<file path="src/rtl/flash_rom_ctrl_pkg.sv">
// Shared types and constants for the boot-ROM flash controller.
// Holds the FSM state encoding and the default geometry of the flash interface.
package flash_rom_ctrl_pkg;

    typedef enum logic [1:0] {
        ST_IDLE = 2'd0,
        ST_READ = 2'd1,
        ST_DONE = 2'd2
    } state_e;

    localparam int ROM_BYTES_PER_WORD = 4;
    localparam int FLASH_WAIT_DEF     = 2;
    localparam int ADDR_W_DEF         = 24;

endpackage

</file>
<file path="src/rtl/flash_rom_buf.sv">
// One-word read buffer: valid bit, word tag and 32-bit data with byte-lane fill.
// A fill always wins over a flush so a completing fetch leaves the buffer valid.
module flash_rom_buf
    import flash_rom_ctrl_pkg::*;
#(
    parameter int TAG_W = 22
) (
    input  logic             clk,
    input  logic             rst_n,
    input  logic             flush_i,
    input  logic             lane_we_i,
    input  logic [1:0]       lane_i,
    input  logic [7:0]       byte_i,
    input  logic             fill_i,
    input  logic [TAG_W-1:0] fill_tag_i,
    output logic             valid_o,
    output logic [TAG_W-1:0] tag_o,
    output logic [8*ROM_BYTES_PER_WORD-1:0] data_o
);

    logic                            valid_q;
    logic [TAG_W-1:0]                tag_q;
    logic [8*ROM_BYTES_PER_WORD-1:0] data_q;

    // Buffer state: byte-lane writes during a fetch, tag/valid on completion, flush clears valid.
    always_ff @(posedge clk or negedge rst_n) begin
        if (!rst_n) begin
            valid_q <= 1'b0;
            tag_q   <= '0;
            data_q  <= '0;
        end else begin
            if (fill_i) begin
                valid_q <= 1'b1;
                tag_q   <= fill_tag_i;
            end else if (flush_i) begin
                valid_q <= 1'b0;
            end else begin
                valid_q <= valid_q;
            end
            if (lane_we_i) begin
                case (lane_i)
                    2'd0:    data_q[7:0]   <= byte_i;
                    2'd1:    data_q[15:8]  <= byte_i;
                    2'd2:    data_q[23:16] <= byte_i;
                    2'd3:    data_q[31:24] <= byte_i;
                    default: data_q        <= data_q;
                endcase
            end
        end
    end

    assign valid_o = valid_q;
    assign tag_o   = tag_q;
    assign data_o  = data_q;

endmodule

</file>
<file path="src/rtl/flash_rom_ctrl.sv">
// CPU boot-ROM port in front of a byte-wide asynchronous flash.
// Misses assemble a word from four timed byte reads; the result is kept in a one-word buffer.
module flash_rom_ctrl
    import flash_rom_ctrl_pkg::*;
#(
    parameter int FLASH_WAIT = FLASH_WAIT_DEF,
    parameter int ADDR_W     = ADDR_W_DEF
) (
    input  logic              clk,
    input  logic              rst_n,
    input  logic              rom_en,
    input  logic              rom_write_en,
    input  logic [31:0]       rom_addr,
    input  logic [31:0]       rom_write_data,
    input  logic              rom_flush,
    output logic [31:0]       rom_read_data,
    output logic              rom_ready,
    output logic              rom_write_err,
    output logic              flash_ce_n,
    output logic              flash_oe_n,
    output logic [ADDR_W-1:0] flash_addr,
    input  logic [7:0]        flash_data
);

    localparam int TAG_W = ADDR_W - 2;
    localparam logic [3:0] WAIT_LD  = 4'(FLASH_WAIT);
    localparam logic [1:0] LAST_IDX = 2'(ROM_BYTES_PER_WORD - 1);

    state_e              state_q;
    logic [TAG_W-1:0]    word_q;
    logic [1:0]          byte_idx_q;
    logic [3:0]          wait_cnt_q;
    logic                write_err_q;
    logic                ce_n_q;
    logic                oe_n_q;
    logic [ADDR_W-1:0]   flash_addr_q;

    logic [TAG_W-1:0]    req_word_s;
    logic [1:0]          next_idx_s;
    logic                buf_valid_s;
    logic [TAG_W-1:0]    buf_tag_s;
    logic [31:0]         buf_data_s;
    logic                hit_s;
    logic                capture_s;
    logic                last_s;
    logic                flush_s;
    logic                unused_s;

    assign req_word_s = rom_addr[ADDR_W-1:2];
    assign next_idx_s = byte_idx_q + 2'd1;
    assign hit_s      = buf_valid_s && (buf_tag_s == req_word_s);
    assign capture_s  = (state_q == ST_READ) && (wait_cnt_q == 4'd0);
    assign last_s     = capture_s && (byte_idx_q == LAST_IDX);
    // A flush that lands mid-fetch is dropped; the fill re-validates the buffer anyway.
    assign flush_s    = rom_flush && (state_q != ST_READ);
    assign unused_s   = ^{rom_write_data, rom_addr[31:ADDR_W], rom_addr[1:0]};

    flash_rom_buf #(
        .TAG_W (TAG_W)
    ) u_buf (
        .clk        (clk),
        .rst_n      (rst_n),
        .flush_i    (flush_s),
        .lane_we_i  (capture_s),
        .lane_i     (byte_idx_q),
        .byte_i     (flash_data),
        .fill_i     (last_s),
        .fill_tag_i (word_q),
        .valid_o    (buf_valid_s),
        .tag_o      (buf_tag_s),
        .data_o     (buf_data_s)
    );

    // Ready is combinational so a buffer hit costs no stall cycle.
    always_comb begin
        rom_ready = 1'b0;
        case (state_q)
            ST_IDLE: rom_ready = !rom_en || rom_write_en || hit_s;
            ST_READ: rom_ready = 1'b0;
            ST_DONE: rom_ready = rom_en && (buf_tag_s == req_word_s);
            default: rom_ready = 1'b0;
        endcase
    end

    // Main FSM with registered flash strobes, flash address and write-error pulse.
    always_ff @(posedge clk or negedge rst_n) begin
        if (!rst_n) begin
            state_q      <= ST_IDLE;
            word_q       <= '0;
            byte_idx_q   <= 2'd0;
            wait_cnt_q   <= 4'd0;
            write_err_q  <= 1'b0;
            ce_n_q       <= 1'b1;
            oe_n_q       <= 1'b1;
            flash_addr_q <= '0;
        end else begin
            write_err_q <= 1'b0;
            case (state_q)
                ST_IDLE: begin
                    if (rom_en && rom_write_en) begin
                        write_err_q <= 1'b1;
                    end else if (rom_en && !hit_s) begin
                        word_q       <= req_word_s;
                        byte_idx_q   <= 2'd0;
                        wait_cnt_q   <= WAIT_LD;
                        ce_n_q       <= 1'b0;
                        oe_n_q       <= 1'b0;
                        flash_addr_q <= {req_word_s, 2'd0};
                        state_q      <= ST_READ;
                    end else begin
                        state_q <= ST_IDLE;
                    end
                end
                ST_READ: begin
                    if (wait_cnt_q == 4'd0) begin
                        wait_cnt_q <= WAIT_LD;
                        byte_idx_q <= next_idx_s;
                        if (byte_idx_q == LAST_IDX) begin
                            ce_n_q  <= 1'b1;
                            oe_n_q  <= 1'b1;
                            state_q <= ST_DONE;
                        end else begin
                            flash_addr_q <= {word_q, next_idx_s};
                        end
                    end else begin
                        wait_cnt_q <= wait_cnt_q - 4'd1;
                    end
                end
                ST_DONE: begin
                    state_q <= ST_IDLE;
                end
                default: begin
                    ce_n_q  <= 1'b1;
                    oe_n_q  <= 1'b1;
                    state_q <= ST_IDLE;
                end
            endcase
        end
    end

    assign rom_read_data = buf_data_s;
    assign rom_write_err = write_err_q;
    assign flash_ce_n    = ce_n_q;
    assign flash_oe_n    = oe_n_q;
    assign flash_addr    = flash_addr_q;

endmodule
</file>
<file path="config.mk">
export PLATFORM = sky130hd
export DESIGN_NAME = flash_rom_ctrl
export DESIGN_NICKNAME = d
export VERILOG_FILES = /design/src/rtl/flash_rom_ctrl_pkg.sv /design/src/rtl/flash_rom_buf.sv /design/src/rtl/flash_rom_ctrl.sv
export SDC_FILE = /design/constraint.sdc
export NUM_CORES = 1
export LEC_CHECK = 0
export BUFFER_PORTS_ARGS = -buffer_cell sky130_fd_sc_hd__buf_4
export CAP_MARGIN = 20
export CORE_MARGIN = 2
export CORE_UTILIZATION = 47
export CTS_CLUSTER_SIZE = 10
export DETAILED_ROUTE_END_ITERATION = 10
export PLACE_DENSITY = 0.86
export RECOVER_POWER = 100
export SYNTH_ARGS = -nofsm -noshare
export SYNTH_HDL_FRONTEND = slang
export SYNTH_SLANG_ARGS = --single-unit
export TNS_END_PERCENT = 1
</file>
<file path="constraint.sdc">
create_clock -name clk -period 2.03 [get_ports clk]
set_input_delay 0.203 -clock clk [delete_from_list [all_inputs] [get_ports clk]]
set_output_delay 0.203 -clock clk [all_outputs]
set_load 0.02 [all_outputs]
</file>
**Word level (Yosys, flattened, before mapping)**

Index checks and enable logic that the tools add are counted.

- Bits in registers: 111
- Input port bits: 77
- Logic and storage cells: 83

- Add/sub/neg operators: 2
- Eq/ne operators: 12
- Muxes and demuxes: 28
- Bitwise gates (word level): 2
- Reductions and logical operators: 26

Operators by type and width:

| kind | count |
|---|---|
| 2-to-1 mux 24 bit | 4 |
| case mux 24 bit (2 select lines) | 1 |
| equality test 22 bit | 1 |
| 2-to-1 mux 2 bit | 6 |
| 2-to-1 mux 4 bit | 3 |
| AND reduction 5 bit | 2 |
| 2-to-1 mux 1 bit | 9 |
| AND reduction 3 bit | 3 |
| case mux 2 bit (2 select lines) | 2 |
| case mux 4 bit (2 select lines) | 1 |
| AND reduction 2 bit | 4 |
| logical AND 1 bit | 7 |
| equality test 2 bit (second input constant) | 3 |
| inequality test 2 x 1 -> 1 bit (second input constant) | 3 |
| inequality test 2 bit (second input constant) | 3 |
| equality test 2 x 1 -> 1 bit (second input constant) | 2 |
| zero test 2 bit | 2 |
| zero test 4 bit | 1 |
| AND reduction 4 bit | 1 |
| nonzero test 2 bit | 2 |
| subtractor 4 x 1 -> 4 bit (second input constant) | 1 |
| case mux 1 bit (3 select lines) | 1 |
| adder 2 x 1 -> 2 bit (second input constant) | 1 |
| zero test 1 bit | 2 |
| 3 further kinds | 5 |

**Logic depth before layout (Yosys ltp)**

Gate-level depths: netlist of the first run.

- Depth after elaboration: 7
- Gate-level depth with buffers: 8

**Hierarchy**

Synthesis of the first run repeated with hierarchy kept, for this count alone.

- Cell total of the unflattened synthesis: 366
- Area total of the unflattened synthesis: 4,967.3 µm²

By module, submodules not included:

| module | times used | cells an instance | area each (µm²) |
|---|---|---|---|
| flash_rom_ctrl | 1 | 249 | 2,910.3 |
| flash_rom_buf | 1 | 117 | 2,057.0 |

**Least setup slack after synthesis of the first run**

Ideal clock, no wire load.

- Path type: register -> output
- Start point: reg u_buf.tag_q[3], in the netlist u_buf.tag_o[3]
- End point: out rom_ready
- Arrival time: 1.751 ns
- Path slack: 0.076 ns
- Stages on the path, launching flop included: 6
- Path buffers: 0
- Cell sequence: dfrtp_1 > xnor2_1 > nand4_1 > nor4_4 > nand2_1 > o31ai_1

- Cells in the longest elaborated chain, start to end: 4
- Elaborated cells between the ends (all ways): 5
- Classes of those cells: eq/ne (1); mux (1); reduce/logical (3)

Ends and longest elaborated chain:

| element | line | RTL |
|---|---|---|
| from (decl) | flash_rom_buf.sv:22 | `logic [TAG_W-1:0] tag_q;` |
| from (signal assigned) | flash_rom_buf.sv:34 | `tag_q <= fill_tag_i;` |
| equality test 22 bit * | flash_rom_ctrl.sv:51, flash_rom_ctrl.sv:80 |  |
| logical AND 1 bit | flash_rom_ctrl.sv:51 | `assign hit_s = buf_valid_s && (buf_tag_s == req_word_s);` |
| logical OR 1 bit | flash_rom_ctrl.sv:78 | `ST_IDLE: rom_ready = !rom_en \|\| rom_write_en \|\| hit_s;` |
| case mux 1 bit (2 select lines) * | flash_rom_ctrl.sv:77 | `case (state_q)` |
| to (decl) | flash_rom_ctrl.sv:17 | `output logic rom_ready,` |

Mark *: on every way between the ends. The rest lies on a longest branch, timed or not.

**Worst setup path after layout of the first run**

- Start point: reg u_buf.tag_q[13], in the netlist u_buf.tag_o[13]
- End point: out rom_ready

The elaborated chain is that of the path after synthesis.

==> impl_metrics.toml, run 1 <==
[status]
outcome = "complete, but fails checks"
violations = "negative setup slack"

[flow_run]
maxCapViolations = 0

[grt]
grtUsageTotal_pct = 22.07
grt_util_met1_pct = 27.75
antenna_found_initial = 0
grt_overflow = 0
busiest_layer = "met2"
grtUsageMet2_pct = 37.14
first_global_vias = 3806
grt_start_max_net_pins = 48
grt_pass1_wl_um = 19390
use_met3_pct = 5.702

[drt]
ant_nets = 0
vias = 3464
avgRoutedWirePerCell_um = 18.59
viasPerCell = 5.490
drt_pass1_iterations = 4
postRouteWirelength_um = 11730
first_iter_violations = 136
drc = 0

[final_layout]
finalNetCount = 573
stdcell_count = 631
final_util_pct = 59.21
mostFrequentLayoutCells = "110 x dfrtp_1, 59 x clkbuf_1, 54 x mux2_2"
area_growth_syn_to_layout_pct = 23.71
drive_gt1_share_pct = 33.33
antennaDiodeCount = 0
final_common_cell = "dfrtp_1"

[critical_path]
cp_max_fo = 2
cp-start-kind = "register"
end_kind = "output pin"
cp.arrival_ns = 1.99
r2r_cells = 7
required_ns = 1.83
rr_startpoint = "wait_cnt_q[0]$_DFFE_PN0P_"
rr_endpoint = "u_buf.tag_o[21]$_DFFE_PN0P_"
path_class = "reg -> out"
r2r_slack_ns = -0.15

[cts]
cts-root-buf = "clkbuf_8"
clock_latency_ns = 0.38
cts_buffers = 9
cts_tree = "yes"
cts_sinks = 111
h-tree-depth = 3
clkTransAtPathRegs_ns = 0.12
cts.path.max_buffers = 2

[synth]
synthSimpleGateAreaFrac_pct = 7.767
synthDistinctLibCells = 38
syn_inst = 377
ys_seq_elements = 111
syn_avg_cell_area_um2 = 12.99
seq_area_frac_synth_pct = 56.75
synth-async-reset-ratio_pct = 100.0
synthMuxAreaShare_pct = 17.68
synth_xor_area_share_pct = 4.113
syn_area_um2 = 4897
synth_compound_area_share_pct = 9.530
yosysWarnings = 0
syn_nets = 460
synthAdderAreaFrac_pct = 1.533
synth-edff-count = 0
synth_top_family_by_area = "multiplexers"
ys.flop_type = "dfrtp_1"

[placed_design]
dp_cells = 612
gp_congestion = 0.9036
post-dp-hpwl_um = 8151
port_buffers = 94

[floorplan]
initial_utilization_pct = 47.87
die-area_um2 = 11250
num_rows = 37
die_h_um = 106.1
num_io_pins = 137
core_um2 = 10230
die_width_um = 106.1

[sta]
rsz0062_at_grt = "yes"
skew_ns = 0.02421
hold_violations = 0
worst_slew_pin_slew_ns = 0.9736
finalSetupViolations = 36
post-route-period-util_pct = 108.3
finalMaxSlewViolations = 0
fin_crit_ns = 2.198
tns_ns = -2.973
worst_slack_ns = -0.1677
fmax_mhz = 455.0
relSlewSlack_pct = 35.09

[pwr]
peakVddDrop_mv = 0.8944
p_leak_nw = 2.701
power.density_nw_per_um2 = 1665

[min_path]
hold_path_class = "in -> reg"
hold_depth = 2
hold_start = "rom_addr[6]"
hold_path_end = "word_q[4]$_DFFE_PN0P_"
==> logic make-up (layout without fill, tap and decap cells) <==
| group | after synthesis | after routing |
|---|---|---|
| flip-flops | 111 | 111 |
| AND/OR/NAND/NOR | 68 | 68 |
| AO/OA/AOI/OAI | 65 | 65 |
| buffers and inverters | 27 | 145 |
| adder cells (fa/ha/maj) | 6 | 6 |
| multiplexers | 77 | 77 |
| XOR/XNOR | 23 | 23 |
==> flip-flops by register name (all words and copies together), names as in the netlist <==
register       count
wait_cnt_q         4
state_q            2
word_q            22
u_buf.valid_o      1
flash_oe_n         1
rom_write_err      1
flash_addr        24
u_buf.tag_o       22
byte_idx_q         2
u_buf.data_o      32
==> worst max-delay path, stage by stage, from the launching register on <==
cell and delay (ns):
dfrtp_1 0.42, xnor2_2 0.19, nand4_1 0.16, nor4_4 0.35, nand2_1 0.12, o31ai_2 0.20
buf_4 0.18
==> worst max-delay path by stage <==
| stage | startpoint | to | depth (start not counted) |
|---|---|---|---|
| after detailed placement | u_buf.tag_o[16]$_DFFE_PN0P_ | word_q[20]$_DFFE_PN0P_ | 6 |
| after CTS | u_buf.tag_o[20]$_DFFE_PN0P_ | rom_ready | 6 |
| final | u_buf.tag_o[13]$_DFFE_PN0P_ | rom_ready | 6 |
| after floorplan | u_buf.tag_o[3]$_DFFE_PN0P_ | rom_ready | 5 |
| after global routing | u_buf.tag_o[13]$_DFFE_PN0P_ | rom_ready | 6 |
| after global placement | u_buf.tag_o[16]$_DFFE_PN0P_ | word_q[2]$_DFFE_PN0P_ | 6 |
==> timing repair <==
item                                    4_1_cts  5_1_grt
hold endpoints to repair                     37        0
buffers inserted                              1        1
resized for setup                            11       24
hold buffers                                  1        0
endpoints found under the setup margin       12       49
pin swaps                                     3        5
==> metal layers <==
| layer | vias up | wire (um) |
|---|---|---|
| li1 | 1571 | - |
| met4 | 0 | 223 |
| met5 | - | 0 |
| met3 | 18 | 767 |
| met2 | 112 | 5911 |
| met1 | 1763 | 4831 |
==> stage by stage <==
step                setup slack, ns  total power [mW]  area, um^2  hold slack (ns)
floorplan                   0.07562             6.860        4897         -0.09259
global placement            0.04662             8.584        5916           0.1975
detailed placement          0.02887             8.828        5916           0.2120
CTS                         -0.1714             10.40        6197          0.04916
global route                -0.3003             10.75        6058          0.04328
finish                      -0.1677             10.08        6058          0.05888
==> cell type report <==
type / instances / area, um^2
Multi-Input combinational cell: 239 / 2130
Tap cell: 136 / 170.2
Fill cell: 853 / 4173
Clock buffer: 10 / 127.6
Inverter: 8 / 30.03
Sequential cell: 111 / 2779
Clock inverter: 6 / 90.09
Timing Repair Buffer: 121 / 732.0
==> report_power, final <==
group | switching, mW | internal (mW) | leakage [nW] | total, mW
Combinational | 2.50 | 2.11 | 1.27 | 4.61
Clock | 0.765 | 0.704 | 0.107 | 1.47
Sequential | 0.715 | 3.29 | 1.33 | 4.01
==> synthesized netlist by cell type (all sizes together), types with 2 or more instances <==
cell / instances / area [um^2]
nand2b: 2 / 12.51
clkbuf: 9 / 33.78
a2bb2oi: 23 / 201.4
mux2: 76 / 855.8
dfrtp: 110 / 2753
ha: 6 / 75.07
or3: 25 / 156.4
nand4: 5 / 31.28
buf: 10 / 65.06
xnor2: 22 / 192.7
o31ai: 2 / 15.01
nor2: 8 / 30.03
nor3: 3 / 15.01
inv: 8 / 30.03
a31oi: 2 / 12.51
a311oi: 3 / 38.79
a21oi: 6 / 30.03
nand2: 17 / 63.81
o21ai: 24 / 120.1
nor2b: 3 / 18.77
No activity file was read; power rests on OpenSTA's default activity.
==> run 2, diff against run 1 <==
--- a/config.mk
+++ b/config.mk
@@ -7,6 +7,7 @@
 export LEC_CHECK = 0
 export BUFFER_PORTS_ARGS = -buffer_cell sky130_fd_sc_hd__buf_4
 export CAP_MARGIN = 20
+export CORE_ASPECT_RATIO = 1.1
 export CORE_MARGIN = 2
 export CORE_UTILIZATION = 47
 export CTS_CLUSTER_SIZE = 10
==> impl_metrics.toml, run 2 (synthesis results as in run 1) <==
[critical_path]
required_ns = 1.83
slowest_stage = "dfrtp_1"
path_class = "reg -> out"
rr_startpoint = "wait_cnt_q[0]$_DFFE_PN0P_"
rr_endpoint = "u_buf.data_o[11]$_DFFE_PN0P_"
cp-start-kind = "register"
endpoint = "rom_ready"
cp.arrival_ns = 2.02
cp-startpoint = "u_buf.tag_o[20]$_DFFE_PN0P_"
cp_max_fo = 2
worstPathCellList = "xnor2_2 > nand4_1 > nor4_4 > buf_4 > nand2_2 > o31ai_2 > buf_4"
cp_common_cell = "buf_4"
end_kind = "output pin"
r2r_slack_ns = -0.12
r2r_cells = 6
crit_path_max_incr_delay_ns = 0.40

[final_layout]
mostFrequentLayoutCells = "110 x dfrtp_1, 59 x clkbuf_1, 54 x mux2_2"
fill_cells = 819
stdcell_count = 617
final_common_cell = "dfrtp_1"
drive_gt1_share_pct = 36.03
area_growth_syn_to_layout_pct = 26.44
antennaDiodeCount = 0
finalNetCount = 572
largest_reg_flops = 32

[cts]
cts.path.max_buffers = 2
cts_buffers = 9
cts_sinks = 111
cts-root-buf = "clkbuf_16"
h-tree-depth = 3
clkTransAtPathRegs_ns = 0.07
clock_latency_ns = 0.35
cts_tree = "yes"

[floorplan]
num_rows = 39
die_h_um = 111.1
initial_utilization_pct = 47.79
core_um2 = 10250
die-area_um2 = 11250
die_width_um = 101.3
num_io_pins = 137

[status]
outcome = "complete, but fails checks"
violations = "negative setup slack"

[drt]
ant_nets = 0
drc = 0
first_iter_violations = 173
drt_pass1_iterations = 4
postRouteWirelength_um = 11820
vias = 3479
avgRoutedWirePerCell_um = 19.16
viasPerCell = 5.639

[placed_design]
gp_congestion = 0.8447
dp_cells = 598
port_buffers = 94
dp_worst_setup_slack_ns = -0.01645
post-dp-hpwl_um = 8058

[sta]
rsz0062_at_grt = "yes"
fin_crit_ns = 2.221
finalMaxSlewViolations = 0
post-route-period-util_pct = 109.4
hold_violations = 0
tns_ns = -4.331
skew_ns = 0.008125
relSlewSlack_pct = 9.055
finalSetupViolations = 55
worst_slack_ns = -0.1906
worst_slew_pin_slew_ns = 1.364
fmax_mhz = 450.3

[grt]
grt_pass1_wl_um = 18300
first_global_vias = 3688
grtUsageTotal_pct = 21.11
grt_overflow = 0
antenna_found_initial = 0
grt_start_max_net_pins = 50

[flow_run]
maxCapViolations = 0

[pwr]
peakVddDrop_mv = 0.9241
p_leak_nw = 2.774
power.density_nw_per_um2 = 1690

[min_path]
hold_path_class = "in -> reg"
run 2: cell types whose count changed in the layout (fill, tap and decap cells not counted), moves of 3 or more:
cell	previous run	this run
clkbuf_16	0	9
a2bb2oi_2	5	14
clkbuf_8	9	0
mux2_4	19	22
mux2_1	3	0
a2bb2oi_1	18	9
run 2: metrics by stage:
step / hold WS (ns) / instance area, um^2 / total power, mW / util, %
floorplan: -0.09259 / 4897 / 6.860 / -
global placement: 0.1172 / 5893 / 8.531 / 57.51
detailed placement: 0.1221 / 5893 / 8.803 / 57.51
CTS: 0.08171 / 6215 / 10.52 / 60.65
global route: 0.09724 / 6192 / 11.09 / 60.43
finish: 0.1020 / 6192 / 10.46 / 60.43
run 2: cell type report:
type / count / area (um^2) / share of cell area (%)
multi-input combinational: 239 / 2212 / 35.72
inverter: 8 / 30.03 / 0.4849
sequential: 111 / 2779 / 44.88
tap: 123 / 153.9 / 2.485
timing repair buffer: 120 / 743.2 / 12.00
clock inverter: 7 / 48.80 / 0.7880
clock buffer: 9 / 225.2 / 3.637
run 2: worst max-delay path: cells and delay by family (launching register included):
family	cells	cell delay [ns]
AOI/OAI and AO/OA	1	0.19
xor gates and xnor gates	1	0.17
buffers and inverters	2	0.35
DFF	1	0.40
and+or+nand+nor	3	0.56
run 2: report_power, final:
part / leakage (nW) / switching, mW / internal (mW) / total [mW]
clock network: 0.136 / 0.796 / 0.834 / 1.63
registers: 1.33 / 0.766 / 3.30 / 4.07
logic: 1.31 / 2.55 / 2.21 / 4.77
total: 2.77 / 4.11 / 6.35 / 10.5
run 2: what timing repair did:
item,in CTS,in global routing
endpoints found under the hold margin,21,0
resized for setup,4,44
cloned,0,0
hold buffers,1,0
setup buffers,2,0
setup endpoints to repair,12,103
pin swaps,3,3
run 2: worst min-delay path by stage:
stage,startpoint,slack [ns],endpoint,cells after the start
2_1_floorplan,rst_n,-0.09,byte_idx_q[0]$_DFFE_PN0P_,0
3_3_place_gp,rst_n,0.12,u_buf.data_o[28]$_DFFE_PN0P_,1
3_5_place_dp,rst_n,0.12,u_buf.data_o[26]$_DFFE_PN0P_,1
4_1_cts,rom_addr[21],0.08,word_q[19]$_DFFE_PN0P_,2
5_1_grt,rom_write_en,0.1,rom_write_err$_DFF_PN0_,3
6_report,rom_write_en,0.10,rom_write_err$_DFF_PN0_,3
run 2: routing by layer:
metal | wire (um) | vias to the layer above | global-route usage [%]
met5 | 0 | - | 0
li1 | - | 1585 | -
met4 | 174 | 0 | 9.459
met2 | 6176 | 112 | 34.88
met1 | 4591 | 1769 | 25.35
met3 | 877 | 13 | 6.053
==> run 3, diff against run 2 <==
--- a/config.mk
+++ b/config.mk
@@ -10,6 +10,7 @@
 export CORE_ASPECT_RATIO = 1.1
 export CORE_MARGIN = 2
 export CORE_UTILIZATION = 47
+export CTS_BUF_LIST = sky130_fd_sc_hd__clkbuf_4 sky130_fd_sc_hd__clkbuf_8
 export CTS_CLUSTER_SIZE = 10
 export DETAILED_ROUTE_END_ITERATION = 10
 export PLACE_DENSITY = 0.86
==> impl_metrics.toml, run 3 (synthesis results as in run 1) <==
[status]
outcome = "complete, but fails checks"
violations = "negative setup slack"

[floorplan]
core_um2 = 10250
num_io_pins = 137
die_h_um = 111.1
die-area_um2 = 11250
num_rows = 39
initial_utilization_pct = 47.79
die_width_um = 101.3

[cts]
cts.path.max_buffers = 2
h-tree-depth = 3
clock_latency_ns = 0.37
clkTransAtPathRegs_ns = 0.10
cts-root-buf = "clkbuf_8"
cts_buffers = 9
cts_sinks = 111
cts_tree = "yes"

[final_layout]
stdcell_count = 617
finalNetCount = 572
largest_reg_flops = 32
final_common_cell = "dfrtp_1"
drive_gt1_share_pct = 36.84
area_growth_syn_to_layout_pct = 24.89
final_util_pct = 59.68
antennaDiodeCount = 0
mostFrequentLayoutCells = "110 x dfrtp_1, 59 x clkbuf_1, 54 x mux2_2"

[critical_path]
path_class = "reg -> out"
worstPathCellList = "xnor2_2 > nand4_1 > nor4_4 > buf_4 > nand2_2 > o31ai_2 > buf_4"
end_kind = "output pin"
r2r_slack_ns = 0.02
cp-startpoint = "u_buf.tag_o[20]$_DFFE_PN0P_"
required_ns = 1.83
cp.arrival_ns = 2.05
rr_startpoint = "u_buf.tag_o[20]$_DFFE_PN0P_"
cp_max_fo = 2
slowest_stage = "dfrtp_1"
rr_endpoint = "word_q[2]$_DFFE_PN0P_"
r2r_cells = 7
cp_common_cell = "buf_4"
crit_path_max_incr_delay_ns = 0.41
cp-start-kind = "register"
endpoint = "rom_ready"

[sta]
finalMaxSlewViolations = 0
post-route-period-util_pct = 110.8
hold_ws_ns = 0.07172
finalSetupViolations = 1
tns_ns = -0.2185
worst_slew_pin_slew_ns = 1.351
relSlewSlack_pct = 9.917
skew_ns = 0.008291
fmax_mhz = 444.7
rsz0062_at_grt = "yes"
hold_violations = 0
fin_crit_ns = 2.249
worst_slack_ns = -0.2185

[grt]
grtUsageTotal_pct = 20.74
grt_overflow = 0
antenna_found_initial = 0
first_global_vias = 3644
grt_start_max_net_pins = 50
grt_pass1_wl_um = 18110

[drt]
drt_pass1_iterations = 4
drc = 0
ant_nets = 0
first_iter_violations = 158
vias = 3483
postRouteWirelength_um = 11700
viasPerCell = 5.645
avgRoutedWirePerCell_um = 18.97

[pwr]
peakVddDrop_mv = 0.9208
p_leak_nw = 2.735
p_total_mw = 10.06
power.density_nw_per_um2 = 1645

[placed_design]
gp_congestion = 0.8447
post-dp-hpwl_um = 8058
dp_cells = 598
port_buffers = 94

[min_path]
hold_depth = 3
hold_path_class = "in -> reg"

[flow_run]
maxCapViolations = 0
==> run 3: routing by layer <==
layer  wire length, um  track usage, %
met2              5998           34.39
met3               786           7.062
met4               196           7.477
met1              4722           24.87
met5                 0               0
==> run 3: how the worst min path moves through the flow <==
| stage | startpoint | end | slack, ns |
|---|---|---|---|
| floorplan | rst_n | byte_idx_q[0]$_DFFE_PN0P_ | -0.09 |
| global placement | rst_n | u_buf.data_o[28]$_DFFE_PN0P_ | 0.12 |
| detailed placement | rst_n | u_buf.data_o[26]$_DFFE_PN0P_ | 0.12 |
| CTS | rom_addr[8] | word_q[6]$_DFFE_PN0P_ | 0.04 |
| global route | rom_write_en | rom_write_err$_DFF_PN0_ | 0.05 |
| finish | rom_en | rom_write_err$_DFF_PN0_ | 0.07 |
==> run 3: report_power, final <==
group	switching [mW]	internal (mW)
sequential	0.770	3.30
clock	0.734	0.448
combinational	2.57	2.25
==> run 3: area by class of cell <==
| class | count | area, um^2 |
|---|---|---|
| Inverter | 8 | 30.03 |
| Timing Repair Buffer | 120 | 740.7 |
| Tap cell | 123 | 153.9 |
| Clock buffer | 9 | 123.9 |
| Clock inverter | 7 | 48.80 |
| Multi-Input combinational cell | 239 | 2240 |
| Sequential cell | 111 | 2779 |
| Fill cell | 824 | 4131 |
==> run 3: repair_timing <==
item,4_1_cts,5_1_grt
hold endpoints to repair,21,0
setup endpoints to repair,15,103
pin swaps,3,4
buffers inserted,2,0
gates resized for setup,5,46
hold buffers,1,0
==> run 3: worst max-delay path: cells and delay by family (launching register included) <==
| family | cells | cell delay (ns) |
|---|---|---|
| AO/OA/AOI/OAI | 1 | 0.19 |
| buffers and inverters | 2 | 0.35 |
| AND/OR/NAND/NOR | 3 | 0.56 |
| XOR/XNOR | 1 | 0.17 |
| flip-flops | 1 | 0.41 |
==> run 3: metrics by stage <==
step | setup slack (ns) | area, um^2
floorplan | 0.07562 | 4897
global placement | 0.05409 | 5893
finish | -0.2185 | 6116
CTS | -0.2273 | 6121
detailed placement | -0.01645 | 5893
global route | -0.3902 | 6116
